**config.mk**
```make
export PLATFORM = sky130hd
export DESIGN_NAME = elastic_pipe_reg
export DESIGN_NICKNAME = d
export VERILOG_FILES = /design/src/rtl/elastic_pipe_reg.sv
export SDC_FILE = /design/constraint.sdc
export NUM_CORES = 1
export LEC_CHECK = 0
export CORE_MARGIN = 10
export CORE_UTILIZATION = 40
export CTS_CLUSTER_DIAMETER = 100
export DETAILED_ROUTE_END_ITERATION = 10
export PLACE_DENSITY = 0.71
export SLEW_MARGIN = 5
export SYNTH_ARGS = -nofsm -noshare
export SYNTH_HDL_FRONTEND = slang
export SYNTH_SLANG_ARGS = --single-unit
```
**constraint.sdc**
```tcl
create_clock -name clk -period 3.1 [get_ports clk]
set_input_delay 0.465 -clock clk [delete_from_list [all_inputs] [get_ports clk]]
set_output_delay 0.465 -clock clk [all_outputs]
set_load 0.01 [all_outputs]
```
**src/rtl/elastic_pipe_reg.sv**
```systemverilog
// Multi-stage valid/ready pipeline register with global enable and synchronous flush.
// Latency: DEPTH cycles from input transfer to out_valid when out_ready is held high; 1 word/cycle.
// Backpressure: empty stages collapse bubbles; in_ready falls only when all DEPTH stages hold words
// and out_ready=0, and combinationally follows out_ready through the stage-advance chain.
//
// Parameters:
//   L      data width in bits (>=1)
//   DEPTH  number of register stages (>=1)
// Ports:
//   clk        clock, all state updates on the rising edge
//   rst_n      synchronous active-low reset (clears stage valids only)
//   ena        global advance enable; 0 freezes every stage
//   flush      synchronous flush of all stages
//   in_valid   upstream word valid
//   in_ready   block accepts d this cycle
//   d          upstream data
//   out_valid  q holds a valid word
//   out_ready  downstream accepts q this cycle
//   q          last-stage data
//   count      occupied stages, present only when PIPE_REG_COUNT_EN is defined
// Optional feature macro: PIPE_REG_COUNT_EN (adds the count port and its counter).
module elastic_pipe_reg #(
  parameter int L     = 24,
  parameter int DEPTH = 2
) (
  input  logic                         clk,
  input  logic                         rst_n,
  input  logic                         ena,
  input  logic                         flush,
  input  logic                         in_valid,
  output logic                         in_ready,
  input  logic [L-1:0]                 d,
  output logic                         out_valid,
  input  logic                         out_ready,
  output logic [L-1:0]                 q
`ifdef PIPE_REG_COUNT_EN
  ,
  output logic [$clog2(DEPTH+1)-1:0]   count
`endif
);

  if (DEPTH < 1) begin : g_depth_check
    $error("elastic_pipe_reg: DEPTH must be at least 1");
  end

  // Stage 0 is the input side, stage DEPTH-1 drives the outputs.
  logic [DEPTH-1:0] v;
  logic [DEPTH-1:0] adv;
  logic [L-1:0]     r [DEPTH];

  // A stage may advance if it is empty or anything in front of it can move.
  // That is equivalent to: out_ready, or some stage at or beyond i is empty.
  // Walking from the output backwards with a running OR keeps each adv bit
  // a plain function of v/out_ready (no feedback through the adv vector).
  // This is the intended out_ready -> in_ready combinational path.
  always_comb begin
    logic run;
    run = out_ready;
    adv = '0;
    for (int i = DEPTH - 1; i >= 0; i--) begin
      run    = run | ~v[i];
      adv[i] = run;
    end
  end

  assign in_ready  = ena & ~flush & adv[0];
  assign out_valid = v[DEPTH-1];
  assign q         = r[DEPTH-1];

  // Valid bits: reset and flush win over enable; stalled stages hold.
  always_ff @(posedge clk) begin
    if (!rst_n) begin
      v <= '0;
    end else if (flush) begin
      v <= '0;
    end else if (ena) begin
      if (adv[0]) begin
        v[0] <= in_valid;
      end
      for (int i = 1; i < DEPTH; i++) begin
        if (adv[i]) begin
          v[i] <= v[i-1];
        end
      end
    end
  end

  // Data registers carry no reset; they load only when a real word moves in,
  // so a bubble passing through never disturbs held data.
  always_ff @(posedge clk) begin
    if (rst_n && !flush && ena) begin
      if (adv[0] && in_valid) begin
        r[0] <= d;
      end
      for (int i = 1; i < DEPTH; i++) begin
        if (adv[i] && v[i-1]) begin
          r[i] <= r[i-1];
        end
      end
    end
  end

`ifdef PIPE_REG_COUNT_EN
  localparam int CW = $clog2(DEPTH + 1);

  logic [CW-1:0] cnt;
  logic          in_xfer;
  logic          out_xfer;

  // An output transfer only counts while the pipe is allowed to move.
  assign in_xfer  = in_valid & in_ready;
  assign out_xfer = out_valid & out_ready & ena & ~flush;

  always_ff @(posedge clk) begin
    if (!rst_n || flush) begin
      cnt <= '0;
    end else if (in_xfer && !out_xfer) begin
      cnt <= cnt + CW'(1);
    end else if (out_xfer && !in_xfer) begin
      cnt <= cnt - CW'(1);
    end
  end

  assign count = cnt;
`endif

endmodule

```
== After elaboration in Yosys (flattened, before gate mapping) ==
Memory sizes are Yosys's and may differ from the RTL's.
Index checks and enable logic that the tools add are counted.

* Register bits after elaboration: 2
* Latch bits: 0
* RAM bits: 48
* Memory bits (read-only): 0
* Input bits: 30
* Output and inout port bits: 26
* Logic and storage cells: 25
* Memories kept: 1

{| class="wikitable"
|+ Memories
! memory !! words !! width !! read ports !! clocked after memory_dff !! write ports !! RTL line !! source
|-
| r || 2 || 24 || 2 || 0 || 2 || 49 || <nowiki>logic [L-1:0] r [DEPTH];</nowiki>
|}

* Add/sub/neg operators: 0
* $mul: 0
* Div/mod/pow operators: 0
* Order comparisons: 0
* Equal/unequal tests: 0
* Shifts and indexed selects: 0
* Mux-type cells: 6
* Bitwise gates (word level): 8
* Reduce and logical (&&, ||, !) cells: 8

{| class="wikitable"
|+ Operators by type and width
! cell !! number
|-
| 1-bit 2-to-1 mux || 6
|-
| 1-bit logical AND || 4
|-
| 1-bit inverter || 4
|-
| 2-bit AND reduction || 2
|-
| 1-bit bitwise AND || 2
|-
| 1-bit OR || 2
|-
| 2-bit OR reduction || 1
|-
| 1-bit logical NOT || 1
|}

== Longest topological paths before layout ==
Gate-level depths: netlist (run 1).

* Word-level depth: 7
* Mapped depth: 2
* Depth with buffers taken out: 2

== Worst setup path before layout (run 1) ==
Ideal clock, no wire load.

* Path type: input -> register
* From: input port out_ready
* To: memory r[1][0], in the netlist r[0][24], enable pin
* Setup time: 435 ps
* Arrival time: 2,335 ps
* Required time: 2,665 ps
* Setup slack: 330 ps
* Cell stages on the path: 2
* Path buffers: 0
* Cell sequence: and2b_1 -> nor3_1

{| class="wikitable"
|+ RTL lines
! what !! RTL line !! source
|-
| start: declaration || 34 || <nowiki>input logic out_ready,</nowiki>
|-
| end: declaration || 49 ||
|}

== Final worst setup path (run 1) ==
* From: input port out_ready
* To: output port in_ready

* Word-level cells in the longest chain between the ends: 3

{| class="wikitable"
|+ Ends and longest elaborated chain
! what !! RTL line !! source
|-
| 1-bit OR (2 in a row) || 61 || <nowiki>run = run | ~v[i];</nowiki>
|-
| 1-bit bitwise AND || 66 || <nowiki>assign in_ready = ena & ~flush & adv[0];</nowiki>
|-
| end: declaration || 31 || <nowiki>output logic in_ready,</nowiki>
|}

No other way between the ends.

==> results of run 1 <==
==> final timing paths <==
check	startpoint	to	slack, ps	depth (start not counted)
worst max-delay path	out_ready	in_ready	700	4
worst min-delay path	r[0][3]	r[0][27]	420	0
worst max register to register	v[1]	r[0][3]	1690	3
worst min register to register	r[0][3]	r[0][27]	420	0
==> sequential cells by signal, summed over array words and instances (netlist names) <==
signal and cells:
r 48, v 2
==> cell type report <==
| type | count | area, um^2 |
|---|---|---|
| fillers | 327 | 1968 |
| clock buffers | 6 | 72.57 |
| clock inverters | 2 | 37.54 |
| multi-input cells | 13 | 103.9 |
| flip-flops and latches | 50 | 1481 |
| repair buffers | 57 | 565.5 |
| well taps | 52 | 65.06 |
==> metal layers <==
metal / vias up / routed length [um]
met5: - / 0
met4: 0 / 7
met3: 2 / 321
met2: 43 / 1456
met1: 378 / 1079
li1: 377 / -
==> per-stage QoR <==
step	util [%]	cells
3_5_place_dp	51.60	172
3_3_place_gp	51.60	172
5_1_grt	54.17	180
4_1_cts	54.17	180
2_1_floorplan	-	87
6_report	54.17	180
==> synthesized netlist by cell type <==
cell	number	area [um^2]
edfxtp_1	48	1441
buf_4	24	180.2
dfxtp_1	2	40.04
nand2_1	2	7.510
nand2b_1	2	12.51
a21bo_1	1	10.01
a21oi_1	1	5.000
a31oi_1	1	6.260
and2b_1	1	7.510
and3b_1	1	8.760
nand3b_1	1	7.510
nor3_1	1	5.000
nor3_2	1	10.01
nor3b_2	1	12.51
==> layout by cell type, fill, tap and decap left out <==
master / instances
a21bo_1: 1
bufinv_16: 1
nor3b_2: 1
nor3_4: 1
a31oi_1: 1
dfxtp_1: 2
clkdlybuf4s50_1: 55
clkbuf_8: 5
nor3_2: 1
clkinvlp_4: 1
buf_4: 2
edfxtp_1: 48
nand2_1: 2
a21oi_1: 1
clkbuf_1: 1
nand3b_1: 1
nand2b_1: 2
and2b_1: 1
and3b_1: 1
==> worst max-delay path, delay by kind of cell <==
kind / cells / cell delay [ps]
buffers and inverters: 2 / 1080
AND/OR/NAND/NOR: 2 / 400
==> power groups by stage <==
stage	registers, uW	clock network, uW	logic [uW]
2_1_floorplan	767	0	9.03
3_3_place_gp	767	0	50.2
3_5_place_dp	768	0	52.4
4_1_cts	753	448	52.6
5_1_grt	754	476	55.9
6_report	752	433	51.8
==> cells by family after synthesis <==
| logic type | count (synthesis) | share of synthesized area, % |
|---|---|---|
| DFF | 50 | 84.45 |
| buffers and inverters | 24 | 10.27 |
| and+or+nand+nor | 10 | 4.066 |
| AOI/OAI and AO/OA | 3 | 1.213 |
==> impl_metrics.py, run 1 <==
metrics = {
    "grt": {
        "use_met2_pct": 13.25,
        "track_usage_pct": 8.053,
        "grt_start_max_net_pins": 25,
        "busiest_layer": "met2",
        "met1_usage_pct": 8.119,
        "antenna_found_initial": 0,
        "gr-total-overflow": 0,
        "met3_usage_pct": 5.535,
        "grt_pass1_wl_um": 4547,
        "grt_pass1_vias": 850,
    },
    "place": {
        "port_buffers": 55,
        "hpwl_um": 2203,
        "pre_cts_ws_ps": 702.7,
        "placed_area_um2": 2216,
        "place_congestion": 0.6885,
    },
    "timing": {
        "fin_skew_ps": 6.576,
        "hold_violations": 0,
        "fmax_ghz": 0.4174,
        "min_period_ps": 2396,
        "period_share_pct": 77.28,
        "tightest_slew_ps": 307.4,
        "slew_headroom_pct": 79.50,
        "setup_viol": 0,
        "setup_ws_ps": 704.3,
        "timing.setup.tns_ps": 0,
        "rsz0062_at_grt": "false",
        "hold_slack_ps": 421.0,
        "final_max_slew_viol_count": 0,
    },
    "clocking": {
        "htree_levels": 2,
        "clock_latency_ps": 290,
        "clock-root-buffer": "clkbuf_8",
        "cts_tree": "done",
        "cts.clk_slew.worst_paths_ps": 80,
        "post_cts_buffers": 0,
        "post_cts_resized": 0,
        "cts_hold_repair.buffers": 0,
        "cts_made_buffers": 5,
        "cts_sinks": 50,
        "clk_path_buf_depth": 2,
    },
    "setup_path": {
        "cp.arrival_ps": 1930,
        "cp-start-kind": "input pin",
        "crit_path_frequent_cell": "clkdlybuf4s50_1",
        "crit_type": "in -> out",
        "cpMaxStageDelayCell": "clkdlybuf4s50_1",
        "crit_path_max_incr_delay_ps": 560,
        "cp-end-kind": "output pin",
        "cp_max_fo": 4,
        "path_cells": "clkdlybuf4s50_1 -> and3b_1 -> nor3b_2 -> clkdlybuf4s50_1",
        "cp.required_ps": 2630,
    },
    "power_and_ir_drop": {
        "comb_power_share_pct": 4.2,
        "p_total_uw": 1238,
        "p_leak_uw": 0.0007589,
        "pwr-share-seq_pct": 60.8,
        "swShare_pct": 16.99,
        "ir_drop_v": 0.0002837,
        "p_switching_uw": 210.3,
        "p_int_uw": 1027,
        "power_density_nw_per_um2": 532.0,
        "p_clk_share_pct": 35.0,
    },
    "logic_synthesis": {
        "synth_cells": 87,
        "yosysSeqAreaShare_pct": 84.45,
        "yosysWarnings": 0,
        "synthesis.area_um2": 1754,
        "syn_avg_cell_area_um2": 20.16,
        "ys_ff_latch": 50,
        "synth_nets": 117,
        "yosysUniqueCellTypes": 14,
    },
    "run_status": {
        "status": "complete, no violations",
    },
    "routing": {
        "drt_iter0_drc": 49,
        "ant_nets": 0,
        "vias": 800,
        "wl_per_cell_um": 15.91,
        "drt_pass1_iterations": 3,
        "routed_via_density": 4.444,
        "routed_wl_um": 2864,
        "route.detailed.drc": 0,
    },
    "floorplan": {
        "core-area_um2": 4294,
        "die-area_um2": 7434,
        "start_util_pct": 40.85,
        "io-pin-count": 56,
        "fp-row-count": 24,
        "die_h_um": 86.22,
        "die_w_um": 86.22,
    },
    "final_layout": {
        "diodes": 0,
        "area.growth.synth_to_final_pct": 32.60,
        "stdcell_area_um2": 2326,
        "final_nets": 157,
        "layout-drive-gt1-share_pct": 9.375,
    },
    "worst_hold_path": {
        "hold_path.class": "reg -> reg",
    },
    "flow_run": {
        "maxCapViolations": 0,
    },
}
No activity file was read; power rests on OpenSTA's default activity.
==> run 2: changes to the inputs <==
--- a/config.mk
+++ b/config.mk
@@ -9,7 +9,7 @@
 export CORE_UTILIZATION = 40
 export CTS_CLUSTER_DIAMETER = 100
 export DETAILED_ROUTE_END_ITERATION = 10
-export PLACE_DENSITY = 0.71
+export PLACE_DENSITY = 0.73
 export SLEW_MARGIN = 5
 export SYNTH_ARGS = -nofsm -noshare
 export SYNTH_HDL_FRONTEND = slang
==> constraint.sdc (replaced) <==
create_clock -name clk -period 1.9 [get_ports clk]
set_input_delay 0.285 -clock clk [delete_from_list [all_inputs] [get_ports clk]]
set_output_delay 0.285 -clock clk [all_outputs]
set_load 0.01 [all_outputs]
==> run 2 against run 1 <==
Via count up 1.8%; final cell count up 1.7%; first-iteration DRC count up 24%; register-to-register slack worse by 1200 ps; clock-buffer cell count down 1; routed wire length up 2.7%; setup slack worse by 480 ps; largest cell class unchanged; total power up 66%; clock power up 70%; cell area up 2.4%; critical path depth unchanged; sequential power up 64%.
==> impl_metrics.py, run 2 (synthesis results as in run 1) <==
metrics = {
    "setup_path": {
        "critPathTopFamily": "buffers and inverters",
        "path_cells": "clkdlybuf4s50_1 -> and3b_1 -> nor3b_2 -> dlygate4sd2_1",
        "crit_path_max_incr_delay_ps": 480,
        "crit_type": "in -> out",
        "cp-end-kind": "output pin",
        "cpMaxStageDelayCell": "clkdlybuf4s50_1",
        "cp.required_ps": 1620,
        "crit_buf_inv": 2,
        "cp_max_fo": 2,
        "cp.arrival_ps": 1390,
        "cp-start-kind": "input pin",
    },
    "place": {
        "place_congestion": 0.6616,
        "hpwl_um": 2225,
        "port_buffers": 55,
    },
    "final_layout": {
        "final_nets": 160,
        "reg.largest.list": "r: 48 flops, v: 2 flops",
        "fill_cells": 328,
        "layout-drive-gt1-share_pct": 12.21,
        "regArea_um2": 1481,
        "layout_commonest_cell": "clkdlybuf4s50_1",
        "area.growth.synth_to_final_pct": 35.73,
        "multi_input_area_um2": 110.1,
        "largest-register": "r",
        "largest_reg_flops": 48,
        "diodes": 0,
        "mostFrequentLayoutCells": "clkdlybuf4s50_1 (54), edfxtp_1 (48), clkbuf_8 (5)",
    },
    "routing": {
        "route.detailed.drc": 0,
        "routed_wl_um": 2941,
        "wl_per_cell_um": 16.07,
        "drt_iter0_drc": 61,
        "vias": 814,
        "ant_nets": 0,
        "drt_pass1_iterations": 4,
        "routed_via_density": 4.448,
    },
    "floorplan": {
        "fp-row-count": 24,
        "io-pin-count": 56,
        "start_util_pct": 40.85,
        "die_h_um": 86.22,
        "die-area_um2": 7434,
        "core-area_um2": 4294,
        "die_w_um": 86.22,
    },
    "clocking": {
        "post_cts_buffers": 0,
        "cts_sinks": 50,
        "cts_tree": "done",
        "clock-root-buffer": "clkbuf_8",
        "clk_path_buf_depth": 2,
        "cts_made_buffers": 5,
        "clock_latency_ps": 300,
        "cts.clk_slew.worst_paths_ps": 90,
        "htree_levels": 2,
    },
    "grt": {
        "antenna_found_initial": 0,
        "use_met2_pct": 13.18,
        "gr-total-overflow": 0,
        "met1_usage_pct": 8.290,
        "grt_start_max_net_pins": 25,
        "grt_pass1_vias": 891,
        "track_usage_pct": 8.366,
        "met3_usage_pct": 6.285,
        "grt_pass1_wl_um": 4678,
        "busiest_layer": "met2",
    },
    "power_and_ir_drop": {
        "p_int_uw": 1682,
        "pwr-share-seq_pct": 59.8,
        "p_total_uw": 2053,
        "p_clk_share_pct": 35.8,
        "power_density_nw_per_um2": 862.2,
        "p_leak_uw": 0.0007897,
        "p_switching_uw": 371.4,
        "comb_power_share_pct": 4.4,
        "ir_drop_v": 0.0005047,
        "swShare_pct": 18.09,
    },
    "timing": {
        "rsz0062_at_grt": "false",
        "min_period_ps": 1678,
        "fmax_ghz": 0.5961,
        "final_max_slew_viol_count": 0,
        "timing.setup.tns_ps": 0,
        "tightest_slew_ps": 284.2,
        "hold_violations": 0,
        "setup_viol": 0,
        "slew_headroom_pct": 81.05,
        "fin_skew_ps": 5.373,
        "period_share_pct": 88.30,
    },
    "worst_hold_path": {
        "hold_path.class": "reg -> reg",
    },
    "flow_run": {
        "maxCapViolations": 0,
    },
    "run_status": {
        "status": "complete, no violations",
    },
}
run 2: changes by cell type in the layout (fill, tap and decap cells not counted):
cell | previous run | this run
buf_12 | 0 | 2
buf_4 | 2 | 3
clkbuf_1 | 1 | 0
clkdlybuf4s50_1 | 55 | 54
clkinv_2 | 0 | 1
clkinvlp_4 | 1 | 0
dlygate4sd2_1 | 0 | 1
inv_6 | 0 | 1
nor3_2 | 1 | 0
nor3_4 | 1 | 2
run 2: routing by layer:
layer | vias to the layer above | routed length, um
met5 | - | 0
met4 | 0 | 40
met3 | 6 | 398
met2 | 48 | 1434
met1 | 378 | 1068
li1 | 382 | -
run 2: worst register-to-register path: cells and delay by family (launching register included):
kind	cells	cell delay, ps
AND/OR/NAND/NOR	2	410
buffers and inverters	2	340
flip-flops	1	340
run 2: power by group through the flow:
stage          sequential (uW)  combinational, uW  clock (uW)
2_1_floorplan             1250               16.7           0
3_3_place_gp              1250               88.2           0
3_5_place_dp              1250               91.6           0
4_1_cts                   1230               90.8         759
5_1_grt                   1230               96.7         814
6_report                  1230               89.9         736
run 2: worst paths after layout:
kind / to / slack [ps] / startpoint / depth (start not counted)
worst max-delay path: in_ready / 220 / out_ready / 4
worst min-delay path: r[0][25] / 420 / r[0][1] / 0
worst max register to register: r[0][9] / 510 / v[1] / 4
worst min register to register: r[0][25] / 420 / r[0][1] / 0
run 2: cell type report:
cell class	instances	area share, %
repair buffers	60	25.70
flip-flops and latches	50	62.22
well taps	52	2.733
clock buffers	5	2.890
clock inverters	3	1.839
multi-input cells	13	4.624
run 2: repair_timing:
item                       CTS  global route
setup endpoints to repair    1             0
hold buffers                 0             0
resized for setup            1             0
run 2: per-stage QoR:
| step | instance area, um^2 | util [%] | setup slack [ps] | hold slack, ps | cells |
|---|---|---|---|---|---|
| CTS | 2381 | 55.45 | 206.5 | 426.7 | 183 |
| global placement | 2270 | 52.86 | -39.26 | 400.9 | 175 |
| detailed placement | 2270 | 52.86 | -59.43 | 404.5 | 175 |
| global route | 2381 | 55.45 | 161.0 | 433.3 | 183 |
| floorplan | 1772 | - | 250.8 | 383.9 | 87 |
| finish | 2381 | 55.45 | 222.4 | 424.1 | 183 |
